==> src/rtl/time_keeper_if.sv <==
// rtl/time_keeper_if.sv - adjust-control inputs and time-of-day outputs of time_keeper
interface time_keeper_if;
  logic       min_en;
  logic       hour_en;
  logic       min_add_flag;
  logic       min_sub_flag;
  logic       hour_add_flag;
  logic       hour_sub_flag;
  logic [5:0] sec;
  logic [5:0] min;
  logic [4:0] hour;
  logic       sec_pulse;
  logic       day_pulse;
  logic       blink;

  modport master (
    output min_en, hour_en, min_add_flag, min_sub_flag, hour_add_flag, hour_sub_flag,
    input  sec, min, hour, sec_pulse, day_pulse, blink
  );

  modport slave (
    input  min_en, hour_en, min_add_flag, min_sub_flag, hour_add_flag, hour_sub_flag,
    output sec, min, hour, sec_pulse, day_pulse, blink
  );
endinterface

==> src/rtl/time_keeper.sv <==
// rtl/time_keeper.sv - 24 h time-of-day counter with freeze-and-edit adjust mode and blink strobe
module time_keeper #(
  parameter int CNT_1S     = 50_000_000,
  parameter int BLINK_HALF = 12_500_000
) (
  input  logic          sys_clk,
  input  logic          sys_rst_n,
  time_keeper_if.slave  tk
);

  localparam int PW = (CNT_1S > 1) ? $clog2(CNT_1S) : 1;
  localparam int BW = (BLINK_HALF > 1) ? $clog2(BLINK_HALF) : 1;
  localparam logic [PW-1:0] PRE_MAX = PW'(CNT_1S - 1);
  localparam logic [BW-1:0] BLK_MAX = BW'(BLINK_HALF - 1);

  logic [PW-1:0] presc_q, presc_d;
  logic [BW-1:0] blink_cnt_q, blink_cnt_d;
  logic [5:0]    sec_q, sec_d;
  logic [5:0]    min_q, min_d;
  logic [4:0]    hour_q, hour_d;
  logic          sec_pulse_q, sec_pulse_d;
  logic          day_pulse_q, day_pulse_d;
  logic          blink_q, blink_d;
  logic [3:0]    flag_q, flag_d;

  logic [3:0] flags;
  logic [3:0] rise;
  logic       adjust;

  // bit order: {hour_sub, hour_add, min_sub, min_add}
  assign flags  = {tk.hour_sub_flag, tk.hour_add_flag, tk.min_sub_flag, tk.min_add_flag};
  assign rise   = flags & ~flag_q;
  assign adjust = tk.min_en | tk.hour_en;

  always_comb begin
    presc_d     = presc_q;
    blink_cnt_d = blink_cnt_q;
    sec_d       = sec_q;
    min_d       = min_q;
    hour_d      = hour_q;
    blink_d     = blink_q;
    sec_pulse_d = 1'b0;
    day_pulse_d = 1'b0;
    flag_d      = flags;

    if (adjust) begin
      // timekeeping frozen at the top of a second so leaving adjust gives a full second
      presc_d = '0;
      sec_d   = '0;
      if (blink_cnt_q == BLK_MAX) begin
        blink_cnt_d = '0;
        blink_d     = ~blink_q;
      end else begin
        blink_cnt_d = blink_cnt_q + 1'b1;
      end

      if (tk.hour_en) begin
        if (rise[2] && !rise[3]) hour_d = (hour_q == 5'd23) ? 5'd0 : hour_q + 5'd1;
        else if (rise[3] && !rise[2]) hour_d = (hour_q == 5'd0) ? 5'd23 : hour_q - 5'd1;
      end else begin
        if (rise[0] && !rise[1]) min_d = (min_q == 6'd59) ? 6'd0 : min_q + 6'd1;
        else if (rise[1] && !rise[0]) min_d = (min_q == 6'd0) ? 6'd59 : min_q - 6'd1;
      end
    end else begin
      blink_cnt_d = '0;
      blink_d     = 1'b0;
      if (presc_q == PRE_MAX) begin
        presc_d     = '0;
        sec_pulse_d = 1'b1;
        day_pulse_d = (hour_q == 5'd23) && (min_q == 6'd59) && (sec_q == 6'd59);
        if (sec_q == 6'd59) begin
          sec_d = 6'd0;
          if (min_q == 6'd59) begin
            min_d  = 6'd0;
            hour_d = (hour_q == 5'd23) ? 5'd0 : hour_q + 5'd1;
          end else begin
            min_d = min_q + 6'd1;
          end
        end else begin
          sec_d = sec_q + 6'd1;
        end
      end else begin
        presc_d = presc_q + 1'b1;
      end
    end
  end

  always_ff @(posedge sys_clk or negedge sys_rst_n) begin
    if (!sys_rst_n) begin
      presc_q     <= '0;
      blink_cnt_q <= '0;
      sec_q       <= '0;
      min_q       <= '0;
      hour_q      <= '0;
      sec_pulse_q <= 1'b0;
      day_pulse_q <= 1'b0;
      blink_q     <= 1'b0;
      flag_q      <= '0;
    end else begin
      presc_q     <= presc_d;
      blink_cnt_q <= blink_cnt_d;
      sec_q       <= sec_d;
      min_q       <= min_d;
      hour_q      <= hour_d;
      sec_pulse_q <= sec_pulse_d;
      day_pulse_q <= day_pulse_d;
      blink_q     <= blink_d;
      flag_q      <= flag_d;
    end
  end

  assign tk.sec       = sec_q;
  assign tk.min       = min_q;
  assign tk.hour      = hour_q;
  assign tk.sec_pulse = sec_pulse_q;
  assign tk.day_pulse = day_pulse_q;
  assign tk.blink     = blink_q;

endmodule
==> src/flat_wrapper.sv <==
// flat-port wrapper written by rule: the top's interface ports become plain ports
module time_keeper_flat 
#(
  parameter int CNT_1S     = 50_000_000,
  parameter int BLINK_HALF = 12_500_000
)
  (sys_clk, sys_rst_n, tk_min_en, tk_hour_en, tk_min_add_flag, tk_min_sub_flag, tk_hour_add_flag, tk_hour_sub_flag, tk_sec, tk_min, tk_hour, tk_sec_pulse, tk_day_pulse, tk_blink);
  time_keeper_if tk_i ();
  input  logic sys_clk;
  input  logic sys_rst_n;
  input wire logic [$bits(tk_i.min_en)-1:0] tk_min_en;
  input wire logic [$bits(tk_i.hour_en)-1:0] tk_hour_en;
  input wire logic [$bits(tk_i.min_add_flag)-1:0] tk_min_add_flag;
  input wire logic [$bits(tk_i.min_sub_flag)-1:0] tk_min_sub_flag;
  input wire logic [$bits(tk_i.hour_add_flag)-1:0] tk_hour_add_flag;
  input wire logic [$bits(tk_i.hour_sub_flag)-1:0] tk_hour_sub_flag;
  output wire logic [$bits(tk_i.sec)-1:0] tk_sec;
  output wire logic [$bits(tk_i.min)-1:0] tk_min;
  output wire logic [$bits(tk_i.hour)-1:0] tk_hour;
  output wire logic [$bits(tk_i.sec_pulse)-1:0] tk_sec_pulse;
  output wire logic [$bits(tk_i.day_pulse)-1:0] tk_day_pulse;
  output wire logic [$bits(tk_i.blink)-1:0] tk_blink;
  assign tk_i.min_en = tk_min_en;
  assign tk_i.hour_en = tk_hour_en;
  assign tk_i.min_add_flag = tk_min_add_flag;
  assign tk_i.min_sub_flag = tk_min_sub_flag;
  assign tk_i.hour_add_flag = tk_hour_add_flag;
  assign tk_i.hour_sub_flag = tk_hour_sub_flag;
  assign tk_sec = tk_i.sec;
  assign tk_min = tk_i.min;
  assign tk_hour = tk_i.hour;
  assign tk_sec_pulse = tk_i.sec_pulse;
  assign tk_day_pulse = tk_i.day_pulse;
  assign tk_blink = tk_i.blink;
  time_keeper #(.CNT_1S(CNT_1S), .BLINK_HALF(BLINK_HALF)) u_core (.sys_clk(sys_clk), .sys_rst_n(sys_rst_n), .tk(tk_i));
endmodule
==> config.mk <==
export PLATFORM = sky130hd
export DESIGN_NAME = time_keeper_flat
export DESIGN_NICKNAME = d
export VERILOG_FILES = /design/src/rtl/time_keeper_if.sv /design/src/rtl/time_keeper.sv /design/src/flat_wrapper.sv
export SDC_FILE = /design/constraint.sdc
export NUM_CORES = 1
export LEC_CHECK = 0
export ABC_CLOCK_PERIOD_IN_PS = 2650
export CAP_MARGIN = 20
export CORE_AREA = 2 2 86 88
export DETAILED_ROUTE_END_ITERATION = 10
export DIE_AREA = 0 0 88 90
export GPL_TIMING_DRIVEN = 0
export PLACE_DENSITY = 0.77
export SKIP_CTS_REPAIR_TIMING = 1
export SLEW_MARGIN = 20
export SYNTH_ARGS = -nofsm -noshare
export SYNTH_HDL_FRONTEND = slang
export SYNTH_SLANG_ARGS = --single-unit
==> constraint.sdc <==
create_clock -name sys_clk -period 2.65 [get_ports sys_clk]
set_input_delay 0.53 -clock sys_clk [delete_from_list [all_inputs] [get_ports sys_clk]]
set_output_delay 0.53 -clock sys_clk [all_outputs]
set_load 0.1 [all_outputs]
==> impl_results.html, run 1 <==
<table>
<tr><th>Metric</th><th>Value</th></tr>
<tr><th colspan="2">Place</th></tr>
<tr><td>HPWL after DPL</td><td>5690 um</td></tr>
<tr><td>Post-placement cell area</td><td>4420 um^2</td></tr>
<tr><td>PortBufs</td><td>25</td></tr>
<tr><td>Final weighted congestion in routability-driven placement</td><td>0.883</td></tr>
<tr><td>Total placed cells including tap cells</td><td>558</td></tr>
<tr><th colspan="2">CTS</th></tr>
<tr><td>Number of clock sinks</td><td>74</td></tr>
<tr><td>Clk buf depth</td><td>2</td></tr>
<tr><td>Clk pin slew, worst setup/hold paths</td><td>0.08 ns</td></tr>
<tr><td>Latest clock arrival within the worst-skew pair</td><td>0.36 ns</td></tr>
<tr><td>Root buffer selected by CTS</td><td>sky130_fd_sc_hd__clkbuf_8</td></tr>
<tr><td>Number of buffers created by CTS</td><td>9</td></tr>
<tr><td>Total number of H-tree levels</td><td>3</td></tr>
<tr><td>Clock tree from TritonCTS</td><td>done</td></tr>
<tr><th colspan="2">Layout</th></tr>
<tr><td>Layout Cell Area excl Fill</td><td>4590 um^2</td></tr>
<tr><td>Non-filler instance count after layout</td><td>574</td></tr>
<tr><td>Number of nets in the final layout</td><td>488</td></tr>
<tr><td>Antenna cell count</td><td>0</td></tr>
<tr><td>Ratio of cells with drive above 1 in the final layout</td><td>7.37%</td></tr>
<tr><td>Fillers</td><td>588</td></tr>
<tr><td>Area growth from synthesis to layout</td><td>14.0%</td></tr>
<tr><th colspan="2">Power</th></tr>
<tr><td>LEAKAGE</td><td>0.00192 uW</td></tr>
<tr><td>Power Density</td><td>759 nW/um^2</td></tr>
<tr><td>Worst ir drop on vdd</td><td>0.000697 V</td></tr>
<tr><th colspan="2">Floorplan</th></tr>
<tr><td>Width of the die</td><td>88 um</td></tr>
<tr><td>Placeable core region</td><td>7020 um^2</td></tr>
<tr><td>Total die area</td><td>7920 um^2</td></tr>
<tr><td>Site row count</td><td>31</td></tr>
<tr><td>Initial standard-cell utilization of the core</td><td>57.4%</td></tr>
<tr><td>Vert. Die Dim</td><td>90 um</td></tr>
<tr><td>Ports placed on the boundary</td><td>28</td></tr>
<tr><th colspan="2">Global routing</th></tr>
<tr><td>First-pass GRT wire length</td><td>14300 um</td></tr>
<tr><td>Initial antenna violation count</td><td>0</td></tr>
<tr><td>Vias in the first global route</td><td>3120</td></tr>
<tr><td>Overall fraction of global-route tracks in use</td><td>22.6%</td></tr>
<tr><td>Pin count of the biggest net entering global routing</td><td>46</td></tr>
<tr><td>GRT overflow</td><td>0</td></tr>
<tr><th colspan="2">Setup path</th></tr>
<tr><td>Logic depth of the worst register-to-register path</td><td>7</td></tr>
<tr><td>Maximum fanout count along the critical path</td><td>7</td></tr>
<tr><td>Total number of cells along the worst setup path</td><td>1</td></tr>
<tr><td>Ordered cell list for the critical path</td><td>clkdlybuf4s50_1</td></tr>
<tr><td>Delay of the slowest cell on the worst path</td><td>1.18 ns</td></tr>
<tr><td>Critical Path Start Type</td><td>register</td></tr>
<tr><td>CP Class</td><td>register to primary output</td></tr>
<tr><td>Setup crit end kind</td><td>primary output</td></tr>
<tr><td>Cell with the biggest individual delay on the critical path</td><td>sky130_fd_sc_hd__clkdlybuf4s50_1</td></tr>
<tr><td>Family with the most delay on the worst path</td><td>buffers and inverters</td></tr>
<tr><td>Buffers plus inverters on the worst setup path</td><td>1</td></tr>
<tr><td>Critical path arrival</td><td>2.01 ns</td></tr>
<tr><td>Data required time of the worst path</td><td>2.12 ns</td></tr>
<tr><th colspan="2">Timing</th></tr>
<tr><td>Final period utilization</td><td>96.0%</td></tr>
<tr><td>TNS Setup</td><td>0 ns</td></tr>
<tr><td>Number of hold violations in the final report</td><td>0</td></tr>
<tr><td>Final number of setup-violating endpoints</td><td>0</td></tr>
<tr><td>Max-slew violation count</td><td>0</td></tr>
<tr><td>Setup Skew</td><td>0.0105 ns</td></tr>
<tr><td>Fmax</td><td>393 MHz</td></tr>
<tr><td>RSZ-0062 raised after global routing</td><td>false</td></tr>
<tr><td>Max transition margin</td><td>34.4%</td></tr>
<tr><td>Time the final worst path needs with I/O delays and setup</td><td>2.54 ns</td></tr>
<tr><td>Transition time at the pin with the least slew margin</td><td>0.981 ns</td></tr>
<tr><th colspan="2">Yosys</th></tr>
<tr><td>Post-synthesis cell count</td><td>433</td></tr>
<tr><td>Total standard cell area after synthesis</td><td>4030 um^2</td></tr>
<tr><td>Synthesized-area fraction occupied by xor and xnor cells</td><td>10.0%</td></tr>
<tr><td>Count of yosys warnings during synthesis</td><td>0</td></tr>
<tr><td>Sequential cell area fraction in the yosys report</td><td>45.9%</td></tr>
<tr><td>Multiplexer share of the synthesized area</td><td>1.71%</td></tr>
<tr><td>Net count of the mapped netlist</td><td>451</td></tr>
<tr><td>Async set-reset flop share out of synthesis</td><td>100%</td></tr>
<tr><td>Number of flops mapped to enable cells by yosys</td><td>0</td></tr>
<tr><td>Most instantiated flip-flop cell in the synthesis netlist</td><td>sky130_fd_sc_hd__dfrtp_1</td></tr>
<tr><td>Combinational family with the most area after synthesis</td><td>simple AND/OR/NAND/NOR gates</td></tr>
<tr><td>Syn avg cell area</td><td>9.31 um^2</td></tr>
<tr><td>Post-Synth Simple-Gate Area</td><td>27.4%</td></tr>
<tr><td>Post-synthesis share of cell area spent on full adders, half adders and majority gates</td><td>3.10%</td></tr>
<tr><td>Number of distinct library cells after synthesis</td><td>51</td></tr>
<tr><td>Synth Area in Compound Gates</td><td>9.00%</td></tr>
<tr><td>Number of flip-flops and latches in the synthesized netlist</td><td>74</td></tr>
<tr><th colspan="2">Drt</th></tr>
<tr><td>Routed length per placed instance</td><td>14.1 um</td></tr>
<tr><td>Remaining design rule violation count</td><td>0</td></tr>
<tr><td>Vias post-DR</td><td>3202</td></tr>
<tr><td>Detailed-router iteration count before antenna repair</td><td>4</td></tr>
<tr><td>Iter 0 DRT Violations</td><td>198</td></tr>
<tr><td>DRT Wirelength</td><td>8120 um</td></tr>
<tr><td>Vias per Instance</td><td>5.58</td></tr>
<tr><td>DRT antenna net count</td><td>0</td></tr>
<tr><th colspan="2">Job</th></tr>
<tr><td>Max capacitance violation total</td><td>0</td></tr>
<tr><th colspan="2">Worst hold path</th></tr>
<tr><td>Kind of path behind the tightest hold check</td><td>primary input to asynchronous set/reset pin</td></tr>
<tr><th colspan="2">Outcome</th></tr>
<tr><td>Result of the run</td><td>completed</td></tr>
</table>
-- cells by family after synthesis --
family                   after synthesis
buffers and inverters                 25
AND/OR/NAND/NOR                      216
multiplexers                           6
flip-flops                            74
adder cells (fa/ha/maj)               10
XOR/XNOR                              46
AO/OA/AOI/OAI                         56
-- routing by layer --
layer  part of all wire (%)  wire, um  global-route usage [%]
met5                      0         0                       0
met4                    1.9       158                    9.87
met3                    3.6       296                    3.31
met2                     47      3790                    35.0
met1                     48      3870                    31.4
-- path summary, 6_finish.rpt --
kind                            slack, ns                   from                    end
worst max-delay path                 0.11      u_core.tk.hour[0]             tk_hour[0]
worst min-delay path                  0.1              sys_rst_n     u_core.presc_q[14]
worst max register to register       0.25      u_core.presc_q[0]       u_core.tk.min[4]
worst min register to register       0.49  u_core.blink_cnt_q[0]  u_core.blink_cnt_q[0]
max in group asynchronous            1.98              sys_rst_n       u_core.tk.min[2]
min in group sys_clk                 0.49  u_core.blink_cnt_q[0]  u_core.blink_cnt_q[0]
-- layout by cell type, fill, tap and decap left out, types with 3 or more instances in the layout --
cell type and instances:
sky130_fd_sc_hd__a21oi_1 16, sky130_fd_sc_hd__and4_1 3, sky130_fd_sc_hd__xor2_1 28, sky130_fd_sc_hd__o21a_1 3
sky130_fd_sc_hd__or3_1 5, sky130_fd_sc_hd__ha_1 10, sky130_fd_sc_hd__o22a_1 3, sky130_fd_sc_hd__and2_1 6
sky130_fd_sc_hd__nand4_1 14, sky130_fd_sc_hd__clkdlybuf4s50_1 24, sky130_fd_sc_hd__nand3_1 26, sky130_fd_sc_hd__and3_1 14
sky130_fd_sc_hd__inv_1 9, sky130_fd_sc_hd__nand2_1 30, sky130_fd_sc_hd__nor4_1 6, sky130_fd_sc_hd__a31oi_1 3
sky130_fd_sc_hd__nand3_2 3, sky130_fd_sc_hd__clkbuf_8 10, sky130_fd_sc_hd__o211ai_1 3, sky130_fd_sc_hd__buf_2 6
sky130_fd_sc_hd__or2_2 3, sky130_fd_sc_hd__dfrtp_1 74, sky130_fd_sc_hd__o21ai_0 12, sky130_fd_sc_hd__clkbuf_1 12
sky130_fd_sc_hd__nor2b_1 6, sky130_fd_sc_hd__nand2b_1 4, sky130_fd_sc_hd__nor3_1 12, sky130_fd_sc_hd__nor2_1 72
sky130_fd_sc_hd__xnor2_1 18
-- sequential cells by signal, indices dropped and copies added (netlist names) --
| signal | count |
|---|---|
| u_core.tk.blink | 1 |
| u_core.flag_q | 4 |
| u_core.presc_q | 26 |
| u_core.tk.sec | 6 |
| u_core.tk.sec_pulse | 1 |
| u_core.tk.hour | 5 |
| u_core.blink_cnt_q | 24 |
| u_core.tk.day_pulse | 1 |
| u_core.tk.min | 6 |
-- metrics by stage --
| stage | power [uW] | util (%) | hold WS (ns) | worst slack (ns) |
|---|---|---|---|---|
| floorplan | 2420 | - | 0.234 | 0.0708 |
| CTS | 3500 | 65.3 | 0.105 | 0.0970 |
| global route | 3670 | 65.4 | 0.130 | 0.0442 |
| global placement | 2700 | 62.7 | 0.475 | -1.45 |
| detailed placement | 2730 | 63.0 | 0.486 | 0.00108 |
| finish | 3490 | 65.4 | 0.0978 | 0.107 |
-- cell type report --
| cell class | count | area [um^2] | area share [%] |
|---|---|---|---|
| multi-input combinational | 334 | 2070 | 45.0 |
| sequential | 74 | 1850 | 40.3 |
| timing repair buffer | 26 | 268 | 5.83 |
| clock buffer | 14 | 153 | 3.32 |
| tap | 99 | 124 | 2.70 |
| buffer | 16 | 82.6 | 1.80 |
| inverter | 9 | 33.8 | 0.735 |
| clock inverter | 2 | 12.5 | 0.272 |
-- power breakdown --
part / switching, uW / total, uW / internal, uW
logic: 958 / 1350 / 393
registers: 131 / 1360 / 1230
clock network: 407 / 773 / 366
total: 1500 / 3490 / 1990
-- synthesized netlist by cell type (7+ instances only) --
master	instances	area share (%)
sky130_fd_sc_hd__dfrtp_1	74	46
sky130_fd_sc_hd__nor2_1	72	6.7
sky130_fd_sc_hd__nand2_1	30	2.8
sky130_fd_sc_hd__xor2_1	28	6.1
sky130_fd_sc_hd__nand3_1	26	3.2
sky130_fd_sc_hd__xnor2_1	18	3.9
sky130_fd_sc_hd__a21oi_1	16	2.0
sky130_fd_sc_hd__and3_1	14	2.2
sky130_fd_sc_hd__nand4_1	14	2.2
sky130_fd_sc_hd__nor3_1	12	1.5
sky130_fd_sc_hd__o21ai_0	12	1.5
sky130_fd_sc_hd__ha_1	10	3.1
sky130_fd_sc_hd__inv_1	9	0.84
sky130_fd_sc_hd__clkbuf_1	8	0.75
sky130_fd_sc_hd__nor4_1	7	1.1
Power figures use the tool's default switching activity.
==> inputs of run 2 (changes only) <==
CTS_CLUSTER_DIAMETER = 100   (was unset)
==> results of run 2 <==
Final layout, timing and power as in run 1 (identical DEF).
